$ cat config.mk
export PLATFORM = sky130hd
export DESIGN_NAME = mole_spawner
export DESIGN_NICKNAME = d
export VERILOG_FILES = /design/src/rtl/whac_pkg.sv /design/src/rtl/mole_lfsr.sv /design/src/rtl/mole_spawner.sv
export SDC_FILE = /design/constraint.sdc
export NUM_CORES = 1
export LEC_CHECK = 0
export BUFFER_PORTS_ARGS = -buffer_cell sky130_fd_sc_hd__buf_2
export CAP_MARGIN = 20
export CORE_MARGIN = 2
export CORE_UTILIZATION = 60
export DETAILED_ROUTE_END_ITERATION = 7
export MAX_ROUTING_LAYER = met4
export PLACE_DENSITY = 0.76
export SLEW_MARGIN = 30
export SYNTH_ARGS = -nofsm -noshare
export SYNTH_HDL_FRONTEND = slang
export SYNTH_HIERARCHICAL = 1
export SYNTH_SLANG_ARGS = --single-unit
$ cat constraint.sdc
create_clock -name clk -period 18.6 [get_ports clk]
set_input_delay 0.93 -clock clk [delete_from_list [all_inputs] [get_ports clk]]
set_output_delay 0.93 -clock clk [all_outputs]
set_load 0.05 [all_outputs]
$ cat src/rtl/whac_pkg.sv
// Shared constants and helpers for the Whac-A-Mole game core.
package whac_pkg;

    // Board defaults shared by the spawner, button scanner and score blocks.
    localparam int DEF_NUM_HOLES = 18;
    localparam int DEF_NUM_MOLES = 3;

    // Galois feedback mask for x^16 + x^14 + x^13 + x^11 + 1 (right-shifting form).
    localparam logic [15:0] LFSR_TAPS = 16'hB400;

    // Bits needed to hold a hole index; never narrower than one bit.
    function automatic int hole_w(input int num_holes);
        return (num_holes > 1) ? $clog2(num_holes) : 1;
    endfunction

endpackage

$ cat src/rtl/mole_lfsr.sv
// Shared 16-bit Galois LFSR used as the mole position source.
module mole_lfsr
    import whac_pkg::*;
#(
    parameter logic [15:0] SEED = 16'hACE1
) (
    input  logic        clk,
    input  logic        reset,
    output logic [15:0] state_o
);

    // An all-zero state would lock the register, so a zero seed becomes 1.
    localparam logic [15:0] SEED_NZ = (SEED == 16'h0000) ? 16'h0001 : SEED;

    logic [15:0] state_q;
    logic [15:0] state_d;

    // One Galois step: shift right, fold the dropped bit back through the taps.
    always_comb begin
        state_d = {1'b0, state_q[15:1]} ^ (state_q[0] ? LFSR_TAPS : 16'h0000);
    end

    // State register; free-running, advances every cycle out of reset.
    always_ff @(posedge clk) begin
        if (reset) state_q <= SEED_NZ;
        else       state_q <= state_d;
    end

    assign state_o = state_q;

endmodule

$ cat src/rtl/mole_spawner.sv
// Slot-based mole generator: spawns moles at distinct random holes, ages them,
// and scores whacks and expiries.
module mole_spawner
    import whac_pkg::*;
#(
    parameter int          NUM_MOLES = DEF_NUM_MOLES,
    parameter int          NUM_HOLES = DEF_NUM_HOLES,
    parameter int          LIFE_W    = 24,
    parameter int          CNT_W     = 16,
    parameter logic [15:0] SEED      = 16'hACE1
) (
    input  logic                           clk,
    input  logic                           reset,
    input  logic                           enable,
    input  logic                           mole_clk,
    input  logic [LIFE_W-1:0]              lifetime,
    input  logic [NUM_HOLES-1:0]           whack,
    output logic [NUM_HOLES-1:0]           mole_positions,
    output logic [$clog2(NUM_MOLES+1)-1:0] mole_count,
    output logic                           hit,
    output logic                           miss,
    output logic [CNT_W-1:0]               hit_count,
    output logic [CNT_W-1:0]               miss_count
);

    localparam int HOLE_W = hole_w(NUM_HOLES);
    localparam int MC_W   = $clog2(NUM_MOLES + 1);
    localparam int SUM_W  = CNT_W + MC_W;

    typedef struct packed {
        logic              live;
        logic              pend;
        logic [HOLE_W-1:0] pos;
        logic [LIFE_W-1:0] life;
    } mole_slot_t;

    if (NUM_MOLES > NUM_HOLES) begin : g_bad_cfg
        $error("mole_spawner: NUM_MOLES must not exceed NUM_HOLES");
    end

    logic [15:0]          lfsr_state;
    logic                 prev_q;
    logic                 tick;
    logic [HOLE_W-1:0]    cand;
    logic [NUM_HOLES-1:0] occ_map;
    logic                 cand_busy;
    logic [LIFE_W-1:0]    life_load;
    logic [NUM_MOLES-1:0] spawn_sel;

    logic [NUM_MOLES-1:0] live_q_v;
    logic [NUM_MOLES-1:0] pend_q_v;
    logic [NUM_MOLES-1:0] live_d_v;
    logic [NUM_MOLES-1:0] hit_v;
    logic [NUM_MOLES-1:0] exp_v;
    logic [HOLE_W-1:0]    pos_q_v [NUM_MOLES];
    logic [HOLE_W-1:0]    pos_d_v [NUM_MOLES];

    logic [NUM_HOLES-1:0] map_q, map_d;
    logic [MC_W-1:0]      count_q, count_d;
    logic                 hit_q, miss_q;
    logic [CNT_W-1:0]     hc_q, hc_d;
    logic [CNT_W-1:0]     mc_q, mc_d;
    logic [MC_W-1:0]      n_hit, n_exp;
    logic [SUM_W-1:0]     hc_sum, mc_sum;

    mole_lfsr #(.SEED(SEED)) u_lfsr (
        .clk     (clk),
        .reset   (reset),
        .state_o (lfsr_state)
    );

    assign tick      = enable && mole_clk && !prev_q;
    assign cand      = HOLE_W'(lfsr_state % 16'(NUM_HOLES));
    assign life_load = (lifetime == '0) ? LIFE_W'(1) : lifetime;

    // Holes currently held by live slots; a candidate is refused if taken or being pressed.
    always_comb begin
        occ_map = '0;
        for (int i = 0; i < NUM_MOLES; i++) begin
            if (live_q_v[i]) occ_map[pos_q_v[i]] = 1'b1;
        end
        cand_busy = occ_map[cand] | whack[cand];
    end

    // Priority encoder: only the lowest-index pending slot may try the candidate.
    always_comb begin
        logic found;
        found     = 1'b0;
        spawn_sel = '0;
        for (int i = 0; i < NUM_MOLES; i++) begin
            if (!found && pend_q_v[i] && !live_q_v[i]) begin
                found = 1'b1;
                if (enable && !cand_busy) spawn_sel[i] = 1'b1;
            end
        end
    end

    for (genvar i = 0; i < NUM_MOLES; i++) begin : g_slot
        mole_slot_t s_q, s_d;
        logic       hit_s, exp_s;

        // Slot next state: a hit beats expiry; a freed slot only re-arms on a later tick.
        always_comb begin
            s_d   = s_q;
            hit_s = 1'b0;
            exp_s = 1'b0;
            if (enable) begin
                if (s_q.live) begin
                    if (whack[s_q.pos]) begin
                        s_d.live = 1'b0;
                        hit_s    = 1'b1;
                    end else if (s_q.life == LIFE_W'(1)) begin
                        s_d.live = 1'b0;
                        exp_s    = 1'b1;
                    end else begin
                        s_d.life = s_q.life - LIFE_W'(1);
                    end
                end else if (spawn_sel[i]) begin
                    s_d.live = 1'b1;
                    s_d.pend = 1'b0;
                    s_d.pos  = cand;
                    s_d.life = life_load;
                end else if (tick) begin
                    s_d.pend = 1'b1;
                end
            end else begin
                s_d.pend = 1'b0;
            end
        end

        // Slot register.
        always_ff @(posedge clk) begin
            if (reset) s_q <= '0;
            else       s_q <= s_d;
        end

        assign live_q_v[i] = s_q.live;
        assign pend_q_v[i] = s_q.pend;
        assign pos_q_v[i]  = s_q.pos;
        assign live_d_v[i] = s_d.live;
        assign pos_d_v[i]  = s_d.pos;
        assign hit_v[i]    = hit_s;
        assign exp_v[i]    = exp_s;
    end

    // Next hole map and live count, registered alongside the slots so they never disagree.
    always_comb begin
        map_d   = '0;
        count_d = '0;
        for (int i = 0; i < NUM_MOLES; i++) begin
            if (live_d_v[i]) begin
                map_d[pos_d_v[i]] = 1'b1;
                count_d           = count_d + MC_W'(1);
            end
        end
    end

    // Saturating score counters; several slots can resolve in the same cycle.
    always_comb begin
        n_hit = '0;
        n_exp = '0;
        for (int i = 0; i < NUM_MOLES; i++) begin
            n_hit = n_hit + MC_W'(hit_v[i]);
            n_exp = n_exp + MC_W'(exp_v[i]);
        end
        hc_sum = SUM_W'(hc_q) + SUM_W'(n_hit);
        mc_sum = SUM_W'(mc_q) + SUM_W'(n_exp);
        hc_d   = (hc_sum > SUM_W'({CNT_W{1'b1}})) ? '1 : hc_sum[CNT_W-1:0];
        mc_d   = (mc_sum > SUM_W'({CNT_W{1'b1}})) ? '1 : mc_sum[CNT_W-1:0];
    end

    // Output and edge-detect registers.
    always_ff @(posedge clk) begin
        if (reset) begin
            prev_q  <= 1'b0;
            map_q   <= '0;
            count_q <= '0;
            hit_q   <= 1'b0;
            miss_q  <= 1'b0;
            hc_q    <= '0;
            mc_q    <= '0;
        end else begin
            prev_q  <= mole_clk;
            map_q   <= map_d;
            count_q <= count_d;
            hit_q   <= |hit_v;
            miss_q  <= |exp_v;
            hc_q    <= hc_d;
            mc_q    <= mc_d;
        end
    end

    assign mole_positions = map_q;
    assign mole_count     = count_q;
    assign hit            = hit_q;
    assign miss           = miss_q;
    assign hit_count      = hc_q;
    assign miss_count     = mc_q;

endmodule

# Word-level counts from Yosys, hierarchy flattened
# Cells that the tools add are included.
# word_totals
input_bits	46
out_inout_bits	54
ff_bits	164
elab_cells	202
# op_classes
eq_ne	9
reduce_logical	37
addsub	11
order_cmp	15
div	1
n_bitwise	10
muxes	99
# ops
cell	n
24-bit two-way mux	10
29-bit two-way mux	6
18-bit two-way mux	6
24-bit by 1-bit equality test with 1-bit output, second input constant	3
18-bit OR	4
24-bit by 1-bit subtractor with 24-bit output, second input constant	3
1-bit two-way mux	58
16-bit two-way mux	3
5-bit by 6-bit less-than comparator with 1-bit output, second input constant	7
16-bit by 2-bit adder with 17-bit output	2
17-bit by 16-bit greater-than comparator with 1-bit output, second input constant	2
1-bit demux with 5-bit select	6
5-bit by 1-bit greater-or-equal comparator with 1-bit output, second input constant	6
1-bit binary-select mux with 5-bit select	5
24-bit zero test	1
16-bit by 5-bit remainder unit with 16-bit output, second input constant	1
15-bit by 16-bit XOR with 16-bit output	1
5-bit two-way mux	3
1-bit logical AND	14
2-bit inequality test, second input constant	6
4-bit AND reduction	3
2-bit nonzero test	6
1-bit zero test	7
2-bit AND reduction	3
other kinds (8)	16

# Depth between registers and ports, before layout
# Gate-level depths: netlist (run 1).
# logic_depth
word_depth	28
mapped_depth	38
depth_no_buf	31

# Cells and area by module
# The synthesis (run 1) kept the hierarchy.
# by_module_without_submodules
module	instances	area_each_um2	cells_per_inst	seq_area_each_um2
mole_spawner	1	11795.1	1526	2962.8
mole_lfsr	1	560.5	49	320.3

# Least setup slack after synthesis (run 1)
# No wires, ideal clock.
# synth_path
path_kind	register to register
startpoint	register u_lfsr.state_q[0] (netlist: u_lfsr/state_o[0])
endpoint	register count_q[0] (netlist: mole_count[0])
path_buffers	7
path_stages_with_launch	36
slack_ns	11.297
synth_period_minus_slack_ns	7.303
setup_time_ns	0.128
required_ns	18.472
arrival_time_ns	7.176
cell_sequence	dfxtp_1 buf_4 clkbuf_1 nor4b_1 a31oi_1 o31a_1 a221o_1 and3_4 a211o_4 o32ai_4 a221oi_1 a31o_4 o22a_4 a211oi_4 and3_1 buf_2 o21ai_1 a211o_1 o21a_1 o31a_1 inv_1 ha_1 and4b_1 o221ai_1 and4_1 buf_2 and3_1 buf_4 nor2_1 o211a_1 buf_4 buf_2 nor2_1 ha_1 xnor2_1 nor2_1
# synth_between
elab_chain_cells	16
word_cells_on_any_way	26
classes_between	2 x add/sub; 1 x div; 20 x mux; 1 x bitwise; 2 x reduce/logical
# synth_lines
item	line	source
start: declaration	mole_lfsr.sv:15	logic [15:0] state_q;
start signal: assignment	mole_lfsr.sv:26	else state_q <= state_d;
16-bit by 5-bit remainder unit with 16-bit output *	mole_spawner.sv:73	assign cand = HOLE_W'(lfsr_state % 16'(NUM_HOLES));
1-bit binary-select mux with 5-bit select	mole_spawner.sv:82	cand_busy = occ_map[cand] | whack[cand];
1-bit two-way mux (not written as such)	mole_spawner.sv:82	
1-bit OR *	mole_spawner.sv:82	
1-bit zero test *	mole_spawner.sv:93	if (enable && !cand_busy) spawn_sel[i] = 1'b1;
1-bit logical AND *	mole_spawner.sv:93	
1-bit two-way mux *	mole_spawner.sv:93	
1-bit two-way mux	mole_spawner.sv:91	if (!found && pend_q_v[i] && !live_q_v[i]) begin
1-bit two-way mux	mole_spawner.sv:118	end else if (spawn_sel[i]) begin
1-bit two-way mux	mole_spawner.sv:108	if (s_q.live) begin
1-bit two-way mux	mole_spawner.sv:107	if (enable) begin
1-bit two-way mux	mole_spawner.sv:151	if (live_d_v[i]) begin
2-bit by 1-bit adder with 2-bit output	mole_spawner.sv:153	count_d = count_d + MC_W'(1);
2-bit two-way mux	mole_spawner.sv:151	
2-bit by 1-bit adder with 2-bit output	mole_spawner.sv:153	
2-bit two-way mux *	mole_spawner.sv:151	
end signal: assignment	mole_spawner.sv:185	count_q <= count_d;
end: declaration	mole_spawner.sv:59	logic [MC_W-1:0] count_q, count_d;
# Every way passes the cells marked *; elsewhere a longest branch is shown, timed or not. The select of a mux whose other input is x is not followed.
# A chain may end at the register's enable or synchronous reset.

# Worst setup path after layout (run 1)
# layout_path
startpoint	register u_lfsr.state_q[14] (netlist: u_lfsr/state_o[14])
endpoint	register g_slot[2].s_q[18] in the netlist's numbering
# layout_between
elab_chain_cells	10
word_cells_on_any_way	12
classes_between	1 x div; 6 x mux; 1 x bitwise; 4 x reduce/logical
# layout_lines
item	line	source
16-bit by 5-bit remainder unit with 16-bit output *	mole_spawner.sv:73	
1-bit binary-select mux with 5-bit select	mole_spawner.sv:82	
1-bit two-way mux (not written as such)	mole_spawner.sv:82	
1-bit OR *	mole_spawner.sv:82	
1-bit zero test *	mole_spawner.sv:93	
1-bit logical AND *	mole_spawner.sv:93	
1-bit two-way mux *	mole_spawner.sv:93	
1-bit two-way mux *	mole_spawner.sv:91	
2-bit nonzero test (no source line) *	n/a	
4-bit AND reduction (no source line) *	n/a	
end signal: assignment	mole_spawner.sv:133	if (reset) s_q <= '0;
end signal: assignment	mole_spawner.sv:134	else s_q <= s_d;
end: declaration	mole_spawner.sv:99	mole_slot_t s_q, s_d;
# Marked as above.

==> results_dict.tcl, run 1 <==
set metrics [dict create \
    status "finished, final reports clean" \
    place_area_um2 12700 \
    holdBufCountCts 0 \
    place.gp.congestion 1.01 \
    skew_ps 10.2 \
    hold_ws_ps 479 \
    slew_headroom_pct 35.5 \
    setup_viol 0 \
    ys.flop_type "dfxtp_1" \
    vias 12600 \
    wl_met1_mm 15.9 \
    root_buffer "clkbuf_16" \
    dieArea_um2 21800 \
    synthAdderAreaFrac_pct 1.96 \
    drc 0 \
    hold_viol_final 0 \
    pre_cts_ws_ps 9490 \
    cts_sinks 164 \
    synth_area_um2 12400 \
    syn_avg_cell_area_um2 7.84 \
    synth_xor_area_share_pct 4.41 \
    grt_pass1_vias 11300 \
    clockBufferDepth 2 \
    synth_edf_count 0 \
    syn_inst 1575 \
    initial_core_util_pct 61.1 \
    first_pass_iters 6 \
    crit_top_cell "a21oi_1" \
    area_growth_pct 7.55 \
    clkSlewWorstSetupHoldPaths_ps 70 \
    hpwl_mm 25.6 \
    worstPathRequired_ps 18860 \
    grt_usage_pct 33.9 \
    synth_seq_cells 164 \
    detail_route.wl_per_cell_um 19.7 \
    coreArea_um2 20200 \
    final_common_cell "dfxtp_1" \
    fin_ws_ps 9410 \
    cts_resized 0 \
    path_max_fanout 26 \
    design_area_um2 13300 \
    drt_wl_total_mm 36.8 \
    wl_met3_mm 3.06 \
    hp-class "reg2reg" \
    io_pins 100 \
    numCtsBuffers 17 \
    yosysSeqAreaShare_pct 26.6 \
    crit_path_end_kind "register" \
    routed_via_density 6.75 \
    htreeDepth 4 \
    finalSetupTns_ps 0 \
    fmax_mhz 109 \
    fin_util_pct 65.7 \
    startpoint_type "register" \
    antenna_found_initial 0 \
    worstPathArrival_ps 9460 \
    rows 52 \
    synthSimpleGateAreaFrac_pct 25.9 \
    worstMarginPinSlew_ps 968 \
    die_h_um 148 \
    async_reset_ff_share_pct 0 \
    rsz0062_at_grt "no" \
    top_layer "met4" \
    grt_max_degree 85 \
    yosysWarningCount 6 \
    nFillCells 1799 \
    p_leak_nw 4.74 \
    finalCritPeriodShare_pct 49.4 \
    ant_nets 0 \
    die_x_um 148 \
    nNetsFinal 1648 \
    slew_violations 0 \
    drv_cap 0 \
    layout_common_cells "163 x dfxtp_1, 152 x nand2_1, 143 x nor2_1" \
    netlist-cell-type-count 111 \
    cts_tree "yes" \
    insertedDiodeCount 0 \
    crit_type "reg2reg" \
    synth-compound-area-share_pct 29.5 \
    grt_pass1_wl_mm 58.6 \
    clk_latency_ps 440 \
    synth_top_family_by_area "compound AO/OA/AOI/OAI gates" \
    synth_nets 1638 \
    postCtsSetupBuffers 0 \
    worst_path_max_delay_cell "and2_1" \
    p_per_area_nw_per_um2 134 \
    first_iter_violations 1214 \
    drive_gt1_share_pct 13.4 \
    grt-ovfl-total 0 \
    critPathMaxStageDelay_ps 860 \
    place.port_buffers 99 \
    wl_met2_mm 16.3 \
    vdd_drop_max_mv 0.0966 \
    synthMuxAreaShare_pct 5.01 \
    period_minus_slack_ps 9190 \
]
worst paths after layout:
kind / from / end / slack [ps] / cells after the start
setup / recovery: u_lfsr/state_o[14] / g_slot[2].s_q[18] / 9410 / 25
hold / removal: g_slot[0].s_q[21] / g_slot[0].s_q[21] / 480 / 2
setup reg to reg: u_lfsr/state_o[14] / g_slot[2].s_q[18] / 9410 / 25
hold reg to reg: g_slot[0].s_q[21] / g_slot[0].s_q[21] / 480 / 2
state kept, by name, indices dropped and copies added, names as in the netlist:
name and flops:
g_slot.s_q 93, miss 1, hit 1, mole_count 2
prev_q 1, u_lfsr/state_o 16, miss_count 16, hit_count 16
mole_positions 18
metrics by stage:
step / cells / total power, mW
after global routing: 1868 / 1.90
after CTS: 1868 / 1.76
after detailed placement: 1836 / 1.38
final: 1868 / 1.78
after floorplan: 1575 / 1.19
after global placement: 1836 / 1.38
cells in the mapped netlist (15+ instances only):
cell type,n,area [um^2]
nand2b_1,25,156
and3_1,22,138
nor2_1,144,541
xnor2_1,28,245
o31ai_1,21,158
inv_1,56,210
nor4_1,27,169
xor2_1,31,272
nor3_1,60,300
dfxtp_1,164,3280
nand4_1,17,106
a22oi_1,19,143
a221oi_1,16,140
nand3_1,41,205
buf_4,25,188
a211oi_1,25,188
buf_2,27,135
a311oi_1,19,166
clkbuf_1,55,206
a21oi_1,134,671
and2_1,25,156
mux2i_1,27,270
o21ai_0,53,265
o221ai_1,20,175
nor2b_1,25,156
o22ai_1,15,93.8
nand2_1,152,571
cell type report:
class	instances	area [um^2]	area share (%)
clock buffers	17	425	3.20
clock inverters	15	189	1.42
inverters	57	214	1.61
multi-input cells	1236	8270	62.2
flip-flops and latches	164	3280	24.7
well taps	270	338	2.54
repair buffers	109	573	4.31
critical path, delay by kind of cell (launching register included):
| kind | cells | cell delay, ps |
|---|---|---|
| AOI/OAI and AO/OA | 17 | 5500 |
| buffers and inverters | 1 | 80 |
| adders and majority gates | 1 | 250 |
| and+or+nand+nor | 6 | 2560 |
| DFF | 1 | 610 |
cells by family (layout without fill, tap and decap cells):
family / Yosys count / after routing
mux: 45 / 45
xor+xnor: 60 / 60
flops: 164 / 164
buf+inv: 175 / 198
compound gates: 487 / 487
fa+ha+maj: 17 / 17
simple gates: 627 / 627
report_power, final:
part / switching [mW] / total, mW / leakage (nW) / internal [mW]
clock: 0.166 / 0.371 / 0.301 / 0.205
combinational: 0.648 / 0.995 / 3.11 / 0.347
sequential: 0.0418 / 0.416 / 1.33 / 0.374
routing by layer:
metal	GRT usage [%]	up-vias
li1	-	5923
met1	46.1	5942
met2	50.3	643
met3	4.78	106
met4	15.1	0
met5	-	-
Power figures use the tool's default switching activity.
==> run 2, diff against run 1 <==
--- a/config.mk
+++ b/config.mk
@@ -5,13 +5,14 @@
 export SDC_FILE = /design/constraint.sdc
 export NUM_CORES = 1
 export LEC_CHECK = 0
+export ABC_AREA = 1
 export BUFFER_PORTS_ARGS = -buffer_cell sky130_fd_sc_hd__buf_2
 export CAP_MARGIN = 20
 export CORE_MARGIN = 2
-export CORE_UTILIZATION = 60
+export CORE_UTILIZATION = 55
 export DETAILED_ROUTE_END_ITERATION = 7
 export MAX_ROUTING_LAYER = met4
-export PLACE_DENSITY = 0.76
+export PLACE_DENSITY = 0.73
 export SLEW_MARGIN = 30
 export SYNTH_ARGS = -nofsm -noshare
 export SYNTH_HDL_FRONTEND = slang
==> constraint.sdc (replaced) <==
create_clock -name clk -period 7.4 [get_ports clk]
set_input_delay 0.37 -clock clk [delete_from_list [all_inputs] [get_ports clk]]
set_output_delay 0.37 -clock clk [all_outputs]
set_load 0.05 [all_outputs]
==> run 2 against run 1 <==
Effect of this change:
- final cell count is 19% higher
- first-iteration DRC count fell by 18%
- sequential share of layout area down 0.28 points
- global-route usage shrank 2.1 points
- fmax increased by 32%
- synthesized area is 6.3% lower
- critical endpoint is now mole_positions[14]
- highest routed layer unchanged
==> results_dict.tcl, run 2 <==
set metrics [dict create \
    synthDominantAreaCellType "dfxtp_1" \
    drc 0 \
    vias 12700 \
    synth_nets 1903 \
    root_buffer "clkbuf_16" \
    clockBufferDepth 2 \
    hold_viol_final 0 \
    fin_ws_ps 433 \
    area_growth_pct 16.2 \
    worst_path_max_delay_cell "dfxtp_2" \
    syn_inst 1840 \
    synth_edf_count 0 \
    clkSlewWorstSetupHoldPaths_ps 70 \
    layout_common_cells "343 x nand2_1, 268 x inv_1, 212 x nor2_1" \
    skew_ps 17.7 \
    io_pins 100 \
    worstMarginPinSlew_ps 955 \
    grt_max_degree 78 \
    synth_top_family_by_area "simple AND/OR/NAND/NOR gates" \
    clk_latency_ps 450 \
    synthTopCellsByArea "dfxtp_1 28%, nand2_1 12%, inv_1 8.8%" \
    routed_via_density 5.74 \
    synth_top_area_share_pct 28.4 \
    dieArea_um2 22200 \
    crit_top_cell "nand2_2" \
    coreArea_um2 20800 \
    grt_use_met2_pct 52.5 \
    status "finished, final reports clean" \
    busiest_layer "met2" \
    synthSimpleGateAreaFrac_pct 33.3 \
    critPathMaxStageDelay_ps 330 \
    drive_gt1_share_pct 17.1 \
    yosysMostFrequentCell "nand2_1" \
    async_reset_ff_share_pct 0 \
    die_x_um 149 \
    syn_avg_cell_area_um2 6.29 \
    nNetsFinal 1990 \
    htreeDepth 4 \
    final_common_cell "nand2_1" \
    yosysSeqAreaShare_pct 28.4 \
    crit_type "reg2reg" \
    netlist-cell-type-count 57 \
    synth_common_cells "356 x nand2_1, 270 x inv_1, 235 x nor2_1, 164 x dfxtp_1, 104 x nand3_1" \
    detail_route.wl_per_cell_um 16.3 \
    worstPathRequired_ps 7780 \
    first_iter_violations 990 \
    ys.flop_type "dfxtp_1" \
    initial_core_util_pct 55.6 \
    cts_tree "yes" \
    startpoint_type "register" \
    antenna_found_initial 1 \
    die_h_um 149 \
    ant_nets 0 \
    synth-compound-area-share_pct 20.1 \
    grt-ovfl-total 0 \
    synth_seq_cells 164 \
    fmax_mhz 144 \
    grt_pass1_wl_mm 55.6 \
    grt_usage_pct 31.8 \
    first_pass_iters 8 \
    worstPathArrival_ps 7350 \
    drt_wl_total_mm 36.2 \
    place.port_buffers 99 \
    grt.met3_usage_pct 5.69 \
    hp-class "in2reg" \
    hpwl_mm 25.1 \
    path_max_fanout 6 \
    yosysWarningCount 6 \
    hold_ws_ps 144 \
    slew_violations 0 \
    synth_area_um2 11600 \
    numCtsBuffers 17 \
    top_register "g_slot.s_q" \
    pre_cts_ws_ps 113 \
    synthMuxAreaShare_pct 0 \
    period_minus_slack_ps 6970 \
    synthAdderAreaFrac_pct 2.10 \
    finalCritPeriodShare_pct 94.1 \
    slew_headroom_pct 36.2 \
    rows 53 \
    place.gp.congestion 0.988 \
    grtUsageMet1_pct 39.1 \
    crit_path_end_kind "register" \
    holdBufCountCts 0 \
    fin_util_pct 64.6 \
    largest_reg_flops 93 \
    grt_pass1_vias 11400 \
    setup_viol 0 \
    synth_xor_area_share_pct 3.33 \
    drv_cap 0 \
    cts_sinks 164 \
]
[run 2: changes by cell type after synthesis, moves of 27 or more]
| cell | change |
|---|---|
| inv_1 | +214 |
| nand2_1 | +204 |
| nor2_1 | +91 |
| nand3_1 | +63 |
| o21ai_0 | +46 |
| a21oi_1 | -43 |
| o21ai_1 | +43 |
| o22ai_1 | +35 |
| nand2_2 | +34 |
| mux2i_1 | -27 |
[run 2: area by class of cell]
cell class              instances  area (um^2)
inverters                     293         1120
well taps                     275          344
flip-flops and latches        164         3290
clock buffers                  17          425
repair buffers                135          840
clock inverters                15          185
fillers                      1919         7370
diodes                          1         2.50
multi-input cells            1316         7250
[run 2: timing repair]
action / CTS / global route
buffers inserted: 0 / 23
hold endpoints to repair: 0 / 0
resized for setup: 0 / 115
endpoints found under the setup margin: 0 / 105
[run 2: through the flow]
step,setup TNS (ps),instance area (um^2),std cells
after floorplan,0,11600,1840
after global placement,0,12100,2155
after detailed placement,0,12100,2155
after CTS,0,12700,2187
after global routing,-8300,13500,2216
final,0,13500,2216
[run 2: final timing paths]
path / start / to / slack [ps] / cells past startpoint
hold / removal: mole_clk / prev_q / 140 / 3
setup / recovery: u_lfsr/state_o[13] / mole_positions[14] / 430 / 65
hold reg to reg: u_lfsr/state_o[9] / u_lfsr/state_o[8] / 450 / 2
setup reg to reg: u_lfsr/state_o[13] / mole_positions[14] / 430 / 65
[run 2: cells by family after synthesis]
| group | after synthesis |
|---|---|
| XOR/XNOR | 44 |
| flip-flops | 164 |
| buffers and inverters | 364 |
| adder cells (fa/ha/maj) | 17 |
| AND/OR/NAND/NOR | 864 |
| AO/OA/AOI/OAI | 387 |
[run 2: metal layers]
| metal | wire [um] | part of all wire [%] | vias up |
|---|---|---|---|
| li1 | - | - | 6246 |
| met1 | 15000 | 42 | 5765 |
| met2 | 16900 | 47 | 587 |
| met3 | 2980 | 8.2 | 112 |
| met4 | 1270 | 3.5 | 0 |
| met5 | 0 | 0 | - |
[run 2: critical path, delay by kind of cell (launching register included)]
kind	cells	cell delay, ps
DFF	1	330
adders and majority gates	1	270
and+or+nand+nor	47	4320
buffers and inverters	11	1180
AOI/OAI and AO/OA	6	780
Power of run 2 is not shown: default switching activity piles up to over one toggle a cycle in this logic, so the estimate is an artifact.
